**config.mk**
```make
export PLATFORM = sky130hd
export DESIGN_NAME = alu_arbiter
export DESIGN_NICKNAME = d
export VERILOG_FILES = /design/src/rtl/alu_arbiter.sv
export SDC_FILE = /design/constraint.sdc
export NUM_CORES = 1
export LEC_CHECK = 0
export ABC_AREA = 1
export BUFFER_PORTS_ARGS = -buffer_cell sky130_fd_sc_hd__buf_2
export CORE_UTILIZATION = 55
export CTS_CLUSTER_SIZE = 14
export DETAILED_ROUTE_END_ITERATION = 8
export GPL_TIMING_DRIVEN = 0
export MAX_ROUTING_LAYER = met4
export PLACE_DENSITY = 0.8
export SLEW_MARGIN = 20
export SYNTH_ARGS = -nofsm -noshare
export SYNTH_HDL_FRONTEND = slang
export SYNTH_SLANG_ARGS = --single-unit
```
**constraint.sdc**
```tcl
create_clock -name clk -period 4.6 [get_ports clk]
set_input_delay 0.46 -clock clk [delete_from_list [all_inputs] [get_ports clk]]
set_output_delay 0.46 -clock clk [all_outputs]
set_load 0.02 [all_outputs]
```
**src/rtl/alu_arbiter.sv**
```systemverilog
// Two-requester ALU front end: round-robin grant in IDLE, one op in flight through
// EXEC and RESP, with a single shared result bus qualified by per-requester valids.
module alu_arbiter #(
    parameter int unsigned DSIZE = 16
) (
    input  logic             clk,
    input  logic             rst_n,

    input  logic             req0_valid,
    output logic             req0_ready,
    input  logic [DSIZE-1:0] req0_a,
    input  logic [DSIZE-1:0] req0_b,
    input  logic [2:0]       req0_op,

    input  logic             req1_valid,
    output logic             req1_ready,
    input  logic [DSIZE-1:0] req1_a,
    input  logic [DSIZE-1:0] req1_b,
    input  logic [2:0]       req1_op,

    output logic             rsp0_valid,
    input  logic             rsp0_ready,
    output logic             rsp1_valid,
    input  logic             rsp1_ready,

    output logic [DSIZE-1:0] rsp_out,
    output logic             rsp_zero,
    output logic             rsp_err,
    output logic [15:0]      op_count
);

    typedef enum logic [1:0] {StIdle, StExec, StResp} state_e;

    state_e             state_q, state_d;
    logic               last_grant_q;
    logic               id_q;
    logic [DSIZE-1:0]   a_q, b_q;
    logic [2:0]         op_q;
    logic [DSIZE-1:0]   rsp_out_q;
    logic               rsp_zero_q, rsp_err_q;
    logic [15:0]        op_count_q;

    logic               gnt0, gnt1;
    logic               accept, consume;
    logic [DSIZE-1:0]   alu_res;
    logic               alu_err;

    // On contention the requester that did not win last time is favoured.
    always_comb begin
        gnt0 = 1'b0;
        gnt1 = 1'b0;
        if (req0_valid && req1_valid) begin
            gnt0 = last_grant_q;
            gnt1 = !last_grant_q;
        end else begin
            gnt0 = req0_valid;
            gnt1 = req1_valid;
        end
    end

    // State register
    always_ff @(posedge clk or negedge rst_n) begin
        if (!rst_n) begin
            state_q <= StIdle;
        end else begin
            state_q <= state_d;
        end
    end

    // Next-state logic
    always_comb begin
        state_d = state_q;
        unique case (state_q)
            StIdle:  if (accept) state_d = StExec;
            StExec:  state_d = StResp;
            StResp:  if (consume) state_d = StIdle;
            default: state_d = StIdle;
        endcase
    end

    // Handshake outputs; readies are masked while reset is held.
    always_comb begin
        req0_ready = (state_q == StIdle) && rst_n && gnt0;
        req1_ready = (state_q == StIdle) && rst_n && gnt1;
        rsp0_valid = (state_q == StResp) && !id_q;
        rsp1_valid = (state_q == StResp) && id_q;
    end

    assign accept  = req0_ready || req1_ready;
    assign consume = (rsp0_valid && rsp0_ready) || (rsp1_valid && rsp1_ready);

    always_comb begin
        alu_res = '0;
        alu_err = 1'b0;
        case (op_q)
            3'b000:  alu_res = a_q + b_q;
            3'b001:  alu_res = a_q - b_q;
            3'b010:  alu_res = a_q & b_q;
            3'b011:  alu_res = a_q ^ b_q;
            3'b100:  alu_res = a_q | b_q;
            3'b101:  alu_res = b_q;
            default: alu_err = 1'b1;
        endcase
    end

    always_ff @(posedge clk or negedge rst_n) begin
        if (!rst_n) begin
            last_grant_q <= 1'b1;
            id_q         <= 1'b0;
            a_q          <= '0;
            b_q          <= '0;
            op_q         <= 3'b000;
        end else if (accept) begin
            last_grant_q <= req1_ready;
            id_q         <= req1_ready;
            a_q          <= req1_ready ? req1_a  : req0_a;
            b_q          <= req1_ready ? req1_b  : req0_b;
            op_q         <= req1_ready ? req1_op : req0_op;
        end
    end

    always_ff @(posedge clk or negedge rst_n) begin
        if (!rst_n) begin
            rsp_out_q  <= '0;
            rsp_zero_q <= 1'b0;
            rsp_err_q  <= 1'b0;
        end else if (state_q == StExec) begin
            rsp_out_q  <= alu_res;
            rsp_zero_q <= (alu_res == '0);
            rsp_err_q  <= alu_err;
        end
    end

    always_ff @(posedge clk or negedge rst_n) begin
        if (!rst_n) begin
            op_count_q <= 16'd0;
        end else if (consume) begin
            op_count_q <= op_count_q + 16'd1;
        end
    end

    assign rsp_out  = rsp_out_q;
    assign rsp_zero = rsp_zero_q;
    assign rsp_err  = rsp_err_q;
    assign op_count = op_count_q;

endmodule

```
# Word-level counts from Yosys, hierarchy flattened
# Index checks and enable logic that the tools add are counted.
# totals
reg_bits	73
latch_bits	0
mem_bits_rw	0
mem_bits_ro	0
in_bits	76
out_inout_bits	38
wordCells	52
n_memories	0
# op_classes
add_sub_neg	3
multipliers	0
n_div	0
magnitude_cmp	0
eq_ne	9
n_shift	0
mux	10
bitwise_logic	3
n_reduce_logical	17
# op_table
op	count
$pmux W16 S6	1
$mux W16	2
$add A16 B1 Y16 const B	1
$add A16 B16 Y16	1
$and A16 B16 Y16	1
$logic_not A16 Y1	1
$or A16 B16 Y16	1
$sub A16 B16 Y16	1
$xor A16 B16 Y16	1
$logic_and A1 B1 Y1	8
$eq A3 B2 Y1 const B	2
$eq A3 B3 Y1 const B	2
$pmux W2 S3	1
$reduce_or A6 Y1	1
$mux W2	2
$ne A2 B2 Y1 const B	2
$eq A3 B1 Y1 const B	1
$logic_not A3 Y1	1
$mux W1	3
$mux W3	1
$eq A2 B1 Y1 const B	1
$eq A2 B2 Y1 const B	1
$logic_not A1 Y1	2
$logic_not A2 Y1	1
2 further kinds	3

# Longest topological paths before layout
# logic_depth
ltp_word	6
ltp_mapped	24
mapped_depth_nobuf	24

# Least setup slack after synthesis
# No wires, ideal clock.
# synth_path
path_type	reg2reg
startpoint	reg b_q[0]
endpoint	reg rsp_zero_q (netlist: rsp_zero)
setup_time_ns	0.066
t_arrival_ns	2.652
t_required_ns	4.534
path_slack_ns	1.882
path_stages_with_launch	24
n_path_buf	0
period_less_slack_ns	2.718
cell_sequence	dfrtp_1 inv_1 ha_1 inv_1 nor3_1 nand2_1 inv_1 nand4_1 o31ai_1 xor2_1 ha_1 inv_1 nor3_1 and2_1 nand2_1 nand2_1 nand2_1 nand3_1 nand2_1 inv_1 nand2_1 nor2_1 nand2_1 nand2_1
# synth_via
elab_chain_len	3
elab_cells_between_ends	7
cone_classes	2 x add/sub; 1 x mux; 3 x bitwise; 1 x reduce/logical
# synth_lines
item	line_no	source
from (decl)	37	logic [DSIZE-1:0] a_q, b_q;
from (signal assigned)	117	b_q <= req1_ready ? req1_b : req0_b;
$sub A16 B16 Y16, or another cell as far along	97	3'b001: alu_res = a_q - b_q;
$pmux W16 S6 *	95	case (op_q)
$logic_not A16 Y1 *	129	rsp_zero_q <= (alu_res == '0);
to (signal assigned)	129	
to (decl)	40	logic rsp_zero_q, rsp_err_q;
# Mark *: on every way between the ends. The rest lies on a longest branch, timed or not.
# A chain may end at the register's enable or synchronous reset.

# Worst setup path after layout
# Ends and elaborated chain as after synthesis.

==> run metrics <==
Ports=114; Worst Setup End Kind=register; largest net degree at the start of global routing=45; antenna diode count=0; Final Hold Viols=0; Remaining DRCs=0; MaxCap Viol Count=0; Area Overhead vs Synth=16.9%; Slew Limit Fails=0; Core Region=9420 um2; Worst VDD drop=approximately 0.00029 V; Root Driver=clkbuf_8; Max Buffers Root-to-Sink=2; grt total ovfl=0; layout cells sized above 1=18.9%; Die H=between 100 and 150 um; Crit path required time=4.88 ns; GRT Util Overall=between 30 and 40%; Worst Reg-to-Reg Cells=23; WP data arrival=roughly 3.6 ns; Post-Route Utilization=between 60% and 70%; main combinational cell family by area after synthesis=simple AND/OR/NAND/NOR gates; total CTS buffers=9; fraction of registers with async set/reset=100%; top achievable clock speed=0.302 GHz; crit path time final=roughly 3.3 ns; per-cell routed wire length=14.4 um; commonest cells in the netlist=nand2_1, inv_1, nor2_1, dfrtp_1, o21ai_0; DR pass1 iterations=5; Yosys top cell area share=between 30 and 40%; register area share after synthesis=between 30% and 40%; Synth Net Count=around 860; cts repair resizes=0; Tightest Pin Transition=roughly 0.65 ns; CP max FO=5; ratio of total power to cell area=slightly above 800 nW/um2; CTS tree=yes; number of I/O port buffers=roughly 110; Final setup viols=0; r2r setup slk=between 1 and 1.5 ns; R2R Path Start=b_q[0]; netlist area before placement=about 5400 um2; number of synthesized register bits=73; Initial Utilization=57.8%; DR iter-0 viols=250; Final Total Pwr=~5.2 mW; Synth area leaders=dfrtp_1, ha_1, nand2_1; Cell Rows=35; Syn. warnings=0; first-pass GRT wire length=around 24 mm; Synth Area in Simple Gates=26.4%; post-synthesis mux area share=0.207%; Top FF cell, synth=dfrtp_1; Mapped Avg Cell Area=between 7 and 8 um2; Distinct cells, synth=45; die area=10300 um2; status=complete, no violations; H-tree Lvls=3; Worst-path clk slew=0.08 ns; Hold-fix buffers, CTS=0; Slew HR=56.4%; hpwl dp=11.7 mm; Final period util=between 70% and 80%; Final GP Congestion=roughly 0.89; vias=~5400; die extent in x=about 100 um; most numerous cell in the Yosys netlist=nand2_1; Compound-Gate Fraction of Synth Area=approximately 14%; Setup CP Type=reg -> reg; EDFF count, synth=0; setup TNS=0 ns; clk sinks=73; Yosys top cell by area=dfrtp_1; # nets final=989; RSZ-0062 raised after global routing=false; Hold Path Class=in -> async; leakage=roughly 3.5 nW; Startpoint Class=register; final WL=~14 mm; number of global-route vias before repair=4996; initial antenna violation count=0; dpl ws=1.38 ns; gate count of the mapped netlist=~740; Worst R2R End=rsp_zero; final worst slack=~1.3 ns; Worst Skew=about 0.016 ns; Post CTS Setup Buffer Count=0; DR vias/cell=5.38; Adder-Cell Fraction of Synth Area=11.6%; xor/xnor cell area share of the yosys netlist=~4.8%; Final ANT Viol Nets=0; Clk Latency, worst-skew pair=roughly 0.36 ns
-- report_power, final --
group	switching (mW)	total (mW)	internal, mW
Sequential	0.244	1.15	0.902
Clock	0.255	0.453	0.198
Combinational	2.31	3.58	1.27
Total	2.81	5.17	2.37
-- kinds of logic after synthesis --
logic type / Yosys count
multiplexers: 1
XOR/XNOR: 30
AO/OA/AOI/OAI: 133
adder cells (fa/ha/maj): 50
flip-flops: 73
AND/OR/NAND/NOR: 324
buffers and inverters: 127
-- per-stage QoR --
step	cell area [um2]	std cells	hold slack [ns]
2_1_floorplan	5440	738	0.164
3_3_place_gp	6170	980	0.455
3_5_place_dp	6190	981	0.418
4_1_cts	6360	997	0.0362
5_1_grt	6360	997	0.0525
6_report	6360	997	0.0233
-- worst max-delay path, stage by stage, from the launching register on --
cell and delay [ns]:
dfrtp_1 0.43, inv_1 0.16, ha_1 0.16, inv_1 0.05
nor3_1 0.22, nand2_1 0.11, inv_1 0.09, nand4_1 0.12
o31ai_1 0.27, xor2_1 0.11, ha_1 0.36, inv_1 0.07
nor3_1 0.24, and2_1 0.17, nand2_1 0.07, nand2_1 0.09
nand2_1 0.05, nand3_1 0.06, nand2_1 0.05, inv_1 0.06
nand2_1 0.07, nor2_1 0.12, nand2_1 0.06, nand2_1 0.05
-- per-layer routing --
layer	routed length (um)	track usage (%)	vias to the layer above
met5	0	-	-
met4	269	9.59	0
met3	1010	3.80	18
met2	6620	48.3	218
met1	6490	41.0	2458
li1	-	-	2674
-- sequential cells by signal, summed over array words and instances (netlist names) --
name and cells:
a_q 16, b_q 16, op_count 16, rsp_out 16
op_q 3, state_q 2, id_q 1, last_grant_q 1
rsp_err 1, rsp_zero 1
-- worst max path at each step --
stage	from	endpoint	slack [ns]
6_report	b_q[0]	rsp_zero	1.29
5_1_grt	b_q[0]	rsp_zero	1.0
4_1_cts	b_q[0]	rsp_zero	1.34
3_5_place_dp	b_q[0]	rsp_zero	1.38
3_3_place_gp	rst_n	req1_ready	1.18
2_1_floorplan	b_q[0]	rsp_zero	1.88
-- area by class of cell --
class,count,area [um2]
buffer,24,105
clock buffer,10,128
clock inverter,6,43.8
fill,820,3050
inverter,103,387
multi-input combinational,538,3120
sequential,73,1830
tap,129,161
timing repair buffer,114,588
-- layout by cell type, fill, tap and decap left out, types with 2 or more instances in the layout --
cell,Yosys,routed
o31ai_1,2,2
a21oi_1,14,14
nor3_1,6,6
inv_1,92,92
nor2_4,3,3
nand3_1,42,42
o22ai_1,42,42
a31oi_1,8,8
o221ai_1,3,3
nor2_1,86,86
clkinv_4,0,2
inv_2,6,6
o21ai_1,3,3
clkinv_2,0,2
nand2_1,149,149
nand3_2,3,3
ha_1,49,49
xnor2_1,7,7
clkinv_1,5,5
and2_1,3,3
buf_4,2,3
clkbuf_1,16,17
nand3b_1,8,8
clkbuf_8,0,9
nor2_2,2,2
buf_2,6,118
nand4_1,11,11
dfrtp_1,72,72
xor2_1,23,23
or2_2,2,2
o21ai_0,51,51
nand2_2,4,4
a211oi_1,3,3
Note: power is estimated with default switching activity, not from simulation.
